`config.mk`:
```
export PLATFORM = sky130hd
export DESIGN_NAME = demux_lanes_flat
export DESIGN_NICKNAME = d
export VERILOG_FILES = /design/src/rtl/demux_lanes_if.sv /design/src/rtl/demux_lanes.sv /design/src/flat_wrapper.sv
export SDC_FILE = /design/constraint.sdc
export NUM_CORES = 1
export LEC_CHECK = 0
export ABC_AREA = 1
export CAP_MARGIN = 25
export CORE_UTILIZATION = 65
export CTS_BUF_LIST = sky130_fd_sc_hd__clkbuf_4
export DETAILED_ROUTE_END_ITERATION = 8
export PLACE_DENSITY = 0.85
export REMOVE_ABC_BUFFERS = 1
export SLEW_MARGIN = 20
export SYNTH_ARGS = -nofsm -noshare
export SYNTH_HDL_FRONTEND = slang
export SYNTH_SLANG_ARGS = --single-unit
```
`constraint.sdc`:
```
create_clock -name clk_2f -period 4 [get_ports clk_2f]
set_input_delay 0.8 -clock clk_2f [delete_from_list [all_inputs] [get_ports clk_2f]]
set_output_delay 0.8 -clock clk_2f [all_outputs]
set_load 0.01 [all_outputs]
```
`src/rtl/demux_lanes_if.sv`:
```
// rtl/demux_lanes_if.sv - stream input and per-lane output bundle for demux_lanes
// The slave modport is the demultiplexer's view; master is the driver/consumer side.
interface demux_lanes_if #(
  parameter int DATA_W = 8
);
  logic              valid_in;
  logic [DATA_W-1:0] data_in;
  logic              ready_0;
  logic              ready_1;
  logic              valid_out_0;
  logic [DATA_W-1:0] data_out_0;
  logic              valid_out_1;
  logic [DATA_W-1:0] data_out_1;
  logic              full_0;
  logic              full_1;
  logic              overflow_0;
  logic              overflow_1;
  logic              lane_sel;

  modport master (
    output valid_in, data_in, ready_0, ready_1,
    input  valid_out_0, data_out_0, valid_out_1, data_out_1,
    input  full_0, full_1, overflow_0, overflow_1, lane_sel
  );

  modport slave (
    input  valid_in, data_in, ready_0, ready_1,
    output valid_out_0, data_out_0, valid_out_1, data_out_1,
    output full_0, full_1, overflow_0, overflow_1, lane_sel
  );
endinterface

```
`src/rtl/demux_lanes.sv`:
```
// rtl/demux_lanes.sv - 1:2 lane demux with per-lane show-ahead FIFOs
// Optional DEMUX_IDLE_RESYNC_EN: after IDLE_LIMIT idle cycles the next word restarts at lane 0.
module demux_lanes #(
  parameter int DATA_W     = 8,
  parameter int FIFO_DEPTH = 4,
  parameter int IDLE_LIMIT = 4
) (
  input  logic          clk_2f,
  input  logic          reset_L,
  demux_lanes_if.slave  bus
);
  localparam int PTR_W = $clog2(FIFO_DEPTH);
  localparam logic [PTR_W:0] DEPTH_C = FIFO_DEPTH[PTR_W:0];

  localparam logic [0:0] WAIT_L0 = 1'b0;
  localparam logic [0:0] WAIT_L1 = 1'b1;

  if (FIFO_DEPTH < 2 || (FIFO_DEPTH & (FIFO_DEPTH - 1)) != 0 || IDLE_LIMIT < 1) begin : g_param_check
    $error("demux_lanes: FIFO_DEPTH must be a power of 2 >= 2 and IDLE_LIMIT >= 1");
  end

  logic [0:0]                   lane_state;
  logic                         resync;
  logic [1:0]                   push;
  logic [1:0]                   ready;
  logic [1:0]                   valid_w;
  logic [1:0]                   full_w;
  logic [1:0]                   ovf_w;
  logic [1:0][DATA_W-1:0]       head_w;

  assign ready   = {bus.ready_1, bus.ready_0};
  assign push[0] = bus.valid_in && (lane_state == WAIT_L0);
  assign push[1] = bus.valid_in && (lane_state == WAIT_L1);

`ifdef DEMUX_IDLE_RESYNC_EN
  localparam int IDLE_W = $clog2(IDLE_LIMIT) + 1;
  localparam logic [IDLE_W-1:0] IDLE_C = IDLE_LIMIT[IDLE_W-1:0];

  logic [IDLE_W-1:0] idle_cnt;
  logic [IDLE_W-1:0] idle_next;

  // Saturates at the limit so a long gap keeps the FSM parked on lane 0.
  assign idle_next = bus.valid_in ? '0 :
                     (idle_cnt == IDLE_C) ? IDLE_C : idle_cnt + 1'b1;
  assign resync    = (idle_next == IDLE_C);

  always_ff @(posedge clk_2f or negedge reset_L) begin
    if (!reset_L) begin
      idle_cnt <= '0;
    end else begin
      idle_cnt <= idle_next;
    end
  end
`else
  assign resync = 1'b0;
`endif

  // Dropped words still advance the FSM so later words keep their lane.
  always_ff @(posedge clk_2f or negedge reset_L) begin
    if (!reset_L) begin
      lane_state <= WAIT_L0;
    end else if (resync) begin
      lane_state <= WAIT_L0;
    end else if (bus.valid_in) begin
      lane_state <= (lane_state == WAIT_L0) ? WAIT_L1 : WAIT_L0;
    end
  end

  for (genvar g = 0; g < 2; g++) begin : g_lane
    logic [DATA_W-1:0] mem [FIFO_DEPTH];
    logic [PTR_W-1:0]  wr_ptr;
    logic [PTR_W-1:0]  rd_ptr;
    logic [PTR_W:0]    count;
    logic              empty;
    logic              full;
    logic              pop;
    logic              accept;
    logic              ovf;

    assign empty  = (count == '0);
    assign full   = (count == DEPTH_C);
    assign pop    = !empty && ready[g];
    // A same-cycle pop frees the slot, so a full lane still takes the word.
    assign accept = push[g] && (!full || pop);

    always_ff @(posedge clk_2f or negedge reset_L) begin
      if (!reset_L) begin
        for (int i = 0; i < FIFO_DEPTH; i++) begin
          mem[i] <= '0;
        end
        wr_ptr <= '0;
        rd_ptr <= '0;
        count  <= '0;
        ovf    <= 1'b0;
      end else begin
        if (accept) begin
          mem[wr_ptr] <= bus.data_in;
          wr_ptr      <= wr_ptr + 1'b1;
        end
        if (pop) begin
          rd_ptr <= rd_ptr + 1'b1;
        end
        if (accept && !pop) begin
          count <= count + 1'b1;
        end else if (pop && !accept) begin
          count <= count - 1'b1;
        end
        if (push[g] && !accept) begin
          ovf <= 1'b1;
        end
      end
    end

    assign valid_w[g] = !empty;
    assign full_w[g]  = full;
    assign ovf_w[g]   = ovf;
    assign head_w[g]  = empty ? '0 : mem[rd_ptr];
  end

  assign bus.valid_out_0 = valid_w[0];
  assign bus.valid_out_1 = valid_w[1];
  assign bus.data_out_0  = head_w[0];
  assign bus.data_out_1  = head_w[1];
  assign bus.full_0      = full_w[0];
  assign bus.full_1      = full_w[1];
  assign bus.overflow_0  = ovf_w[0];
  assign bus.overflow_1  = ovf_w[1];
  assign bus.lane_sel    = (lane_state == WAIT_L1);
endmodule

```
`src/flat_wrapper.sv`:
```
// flat-port wrapper written by rule: the top's interface ports become plain ports
module demux_lanes_flat 
#(
  parameter int DATA_W     = 8,
  parameter int FIFO_DEPTH = 4,
  parameter int IDLE_LIMIT = 4
)
  (clk_2f, reset_L, bus_valid_in, bus_data_in, bus_ready_0, bus_ready_1, bus_valid_out_0, bus_data_out_0, bus_valid_out_1, bus_data_out_1, bus_full_0, bus_full_1, bus_overflow_0, bus_overflow_1, bus_lane_sel);
  demux_lanes_if #(.DATA_W(DATA_W)) bus_i ();
  input  logic clk_2f;
  input  logic reset_L;
  input wire logic [$bits(bus_i.valid_in)-1:0] bus_valid_in;
  input wire logic [$bits(bus_i.data_in)-1:0] bus_data_in;
  input wire logic [$bits(bus_i.ready_0)-1:0] bus_ready_0;
  input wire logic [$bits(bus_i.ready_1)-1:0] bus_ready_1;
  output wire logic [$bits(bus_i.valid_out_0)-1:0] bus_valid_out_0;
  output wire logic [$bits(bus_i.data_out_0)-1:0] bus_data_out_0;
  output wire logic [$bits(bus_i.valid_out_1)-1:0] bus_valid_out_1;
  output wire logic [$bits(bus_i.data_out_1)-1:0] bus_data_out_1;
  output wire logic [$bits(bus_i.full_0)-1:0] bus_full_0;
  output wire logic [$bits(bus_i.full_1)-1:0] bus_full_1;
  output wire logic [$bits(bus_i.overflow_0)-1:0] bus_overflow_0;
  output wire logic [$bits(bus_i.overflow_1)-1:0] bus_overflow_1;
  output wire logic [$bits(bus_i.lane_sel)-1:0] bus_lane_sel;
  assign bus_i.valid_in = bus_valid_in;
  assign bus_i.data_in = bus_data_in;
  assign bus_i.ready_0 = bus_ready_0;
  assign bus_i.ready_1 = bus_ready_1;
  assign bus_valid_out_0 = bus_i.valid_out_0;
  assign bus_data_out_0 = bus_i.data_out_0;
  assign bus_valid_out_1 = bus_i.valid_out_1;
  assign bus_data_out_1 = bus_i.data_out_1;
  assign bus_full_0 = bus_i.full_0;
  assign bus_full_1 = bus_i.full_1;
  assign bus_overflow_0 = bus_i.overflow_0;
  assign bus_overflow_1 = bus_i.overflow_1;
  assign bus_lane_sel = bus_i.lane_sel;
  demux_lanes #(.DATA_W(DATA_W), .FIFO_DEPTH(FIFO_DEPTH), .IDLE_LIMIT(IDLE_LIMIT)) u_core (.clk_2f(clk_2f), .reset_L(reset_L), .bus(bus_i));
endmodule
```
==> summary.md <==
| Metric | Value |
|---|---|
| Outcome | `completed` |
| Final Wtd Congestion | `0.903` |
| CP Class | `reg -> out` |
| Avg Inst Size Synth | `8.09 sq um` |
| Mapped Area | `4350 sq um` |
| Placed cell count | `613` |
| Antenna diodes | `0` |
| Die area | `7020 sq um` |
| Critical path's top delay family | `buffers and inverters` |
| Bufs and invs on worst path | `2` |
| Setup Skew | `17.4 ps` |
| # rows | `29` |
| Unique masters post-synth | `25` |
| Power, Total | `3.76 mW` |
| Crit-path cells | `inv_2 -> nand2_1 -> nand2_1 -> nand2_1 -> a21oi_1 -> clkdlybuf4s50_1` |
| WP data arrival | `2270 ps` |
| Async SR Flop Fraction | `1.00` |
| Post-CTS Hold Buffers | `0` |
| Max-slew violation count | `0` |
| Routed Antenna Nets | `0` |
| Iter 0 DRT Violations | `380` |
| Post-synthesis cell count | `537` |
| Total Routing Usage GR | `0.300` |
| I/O pin count | `36` |
| Finished Cell Area | `4650 sq um` |
| Post-CTS Setup Inserts | `0` |
| Final min period | `3070 ps` |
| Max incr delay on CP | `610 ps` |
| Htree depth | `3` |
| Clk sinks | `81` |
| P_leak | `2.38 nW` |
| Die width | `83.8 um` |
| CP endpoint kind | `output port` |
| Commonest cells after routing, fill and taps aside | `nand2_1 (220), dfrtp_1 (81), nand4_1 (64), clkdlybuf4s50_1 (34), nor2_1 (32)` |
| Worst path slowest cell | `dfrtp_1` |
| Clock latency at the later pin of the worst-skew pair | `420 ps` |
| Initial antenna violation count | `0` |
| Detailed placement HPWL | `6.73 mm` |
| Fin nets | `573` |
| Initial Utilization | `0.680` |
| YS warnings | `0` |
| Fin Setup TNS | `0 ps` |
| Chip Height | `83.8 um` |
| First drt pass iteration count | `5` |
| I/O Buffers | `35` |
| PostCTS Resize Cnt | `0` |
| Dpl cell area | `4510 sq um` |
| Root Driver | `clkbuf_4` |
| CORE AREA | `6390 sq um` |
| Crit path top cell by count | `nand2_1` |
| Fin cells | `629` |
| Avg WL per Cell | `15.8 um` |
| Synthesis-to-finish area growth | `7.05%` |
| Gr ovfl total | `0` |
| CTS tree | `built` |
| Number of global-route vias before repair | `3411` |
| Sequential share of the synthesized area | `0.466` |
| Commonest non-fill, non-tap cell in the layout | `nand2_1` |
| Max VDD drop | `0.000501 V` |
| Final Cycle Share | `0.768` |
| Pwr dens | `808 nW/um^2` |
| DR vias | `3742` |
| Largest net degree at the start of global routing | `82` |
| RSZ-0062 raised after global routing | `false` |
| Actual slew at the worst max-slew pin | `551 ps` |
| Vias per std cell | `5.95` |
| Finish-stage setup viols | `0` |
| Crit start category | `register` |
| Max Fanout on Critical Path | `18` |
| Routed wire length | `9.96 mm` |
| Clock Path Buffers | `2` |
| Share of cells above drive strength 1 | `0.0670` |
| CTS Buf Count | `9` |
| Fmax | `326 MHz` |
| Hold WC Path Type | `in -> async` |
| Number of remaining DRC errors | `0` |
| Final hold vios | `0` |
| Commonest register cell after synthesis | `dfrtp_1` |
| First-pass GRT wire length | `16.6 mm` |
| Worst-path clk slew | `130 ps` |
| Crit path required time | `3200 ps` |
| Synth Register Bits | `81` |
| Post-synth EDFFs | `0` |
| Max Cap Viol | `0` |
| Worst slew margin | `0.633` |
kinds of logic after synthesis:
kind of cell,Yosys count,share of synthesized area
muxes,1,0.00259
xor gates and xnor gates,8,0.0161
buffers and inverters,64,0.0921
and+or+nand+nor,335,0.341
adders and majority gates,12,0.0380
DFF,81,0.466
AOI/OAI and AO/OA,36,0.0435
worst reg2reg max path: stages, from the launching register on:
cell and delay [ps]:
dfrtp_1 460, nor2_2 150, nand2_1 100, nand2_1 180, ha_1 200, inv_1 70
fa_1 390, inv_1 70, nand2_1 40, nand3_1 90, xor2_1 140
where the power goes:
part	total (mW)	internal (mW)	switching, mW	leakage, nW
clock network	0.456	0.189	0.268	0.0711
logic	1.77	0.768	0.997	1.30
registers	1.54	1.20	0.336	1.01
total	3.76	2.16	1.60	2.38
cells in the mapped netlist, drive strengths merged, types with 4 or more instances:
library cell    n  area [sq um]
dfrtp          81          2030
xor2            4          35.0
inv            24          90.1
a21oi          16          80.1
o21ai          18          90.1
ha             10           125
nand2         220           826
xnor2           4          35.0
nand4          64           400
nand3          13           100
clkbuf          4          15.0
nor2           35           139
buf            36           295
cell type report:
cell class | count | area [sq um]
Inverter | 24 | 90.1
Tap cell | 77 | 96.3
Sequential cell | 81 | 2030
Clock inverter | 5 | 47.5
Multi-Input combinational cell | 392 | 1920
Timing Repair Buffer | 40 | 398
Fill cell | 487 | 1730
Clock buffer | 10 | 75.1
flip-flops by register name (all words and copies together), names as in the netlist:
name	flops
u_core.bus.lane_sel	1
u_core.bus.overflow_0	1
u_core.bus.overflow_1	1
u_core.g_lane.count	6
u_core.g_lane.mem	64
u_core.g_lane.rd_ptr	4
u_core.g_lane.wr_ptr	4
per-layer routing:
layer / track usage / wire length, um / vias to the layer above
met1: 0.435 / 4280 / 1780
met5: 0 / 0 / -
li1: - / - / 1768
met4: 0.100 / 201 / 0
met2: 0.467 / 4770 / 170
met3: 0.0425 / 702 / 24
metrics by stage:
step,util,worst slack (ps),hold WS (ps)
finish,0.728,928,327
global placement,0.706,1370,451
floorplan,-,1120,437
global route,0.728,715,345
detailed placement,0.706,1320,457
CTS,0.725,938,488
final timing paths:
kind | slack, ps | depth (start not counted) | startpoint | endpoint
min in group clk_2f | 490 | 2 | u_core.g_lane[0].mem[0] | u_core.g_lane[0].mem[0]
setup reg to reg | 2060 | 10 | u_core.g_lane[0].count[1] | u_core.g_lane[0].count[2]
setup / recovery | 930 | 6 | u_core.g_lane[1].rd_ptr[0] | bus_data_out_1[2]
hold / removal | 330 | 1 | reset_L | u_core.g_lane[0].count[0]
max in group asynchronous | 3060 | 2 | reset_L | u_core.g_lane[1].mem[24]
hold reg to reg | 490 | 2 | u_core.g_lane[0].mem[0] | u_core.g_lane[0].mem[0]
Note: power is estimated with default switching activity, not from simulation.
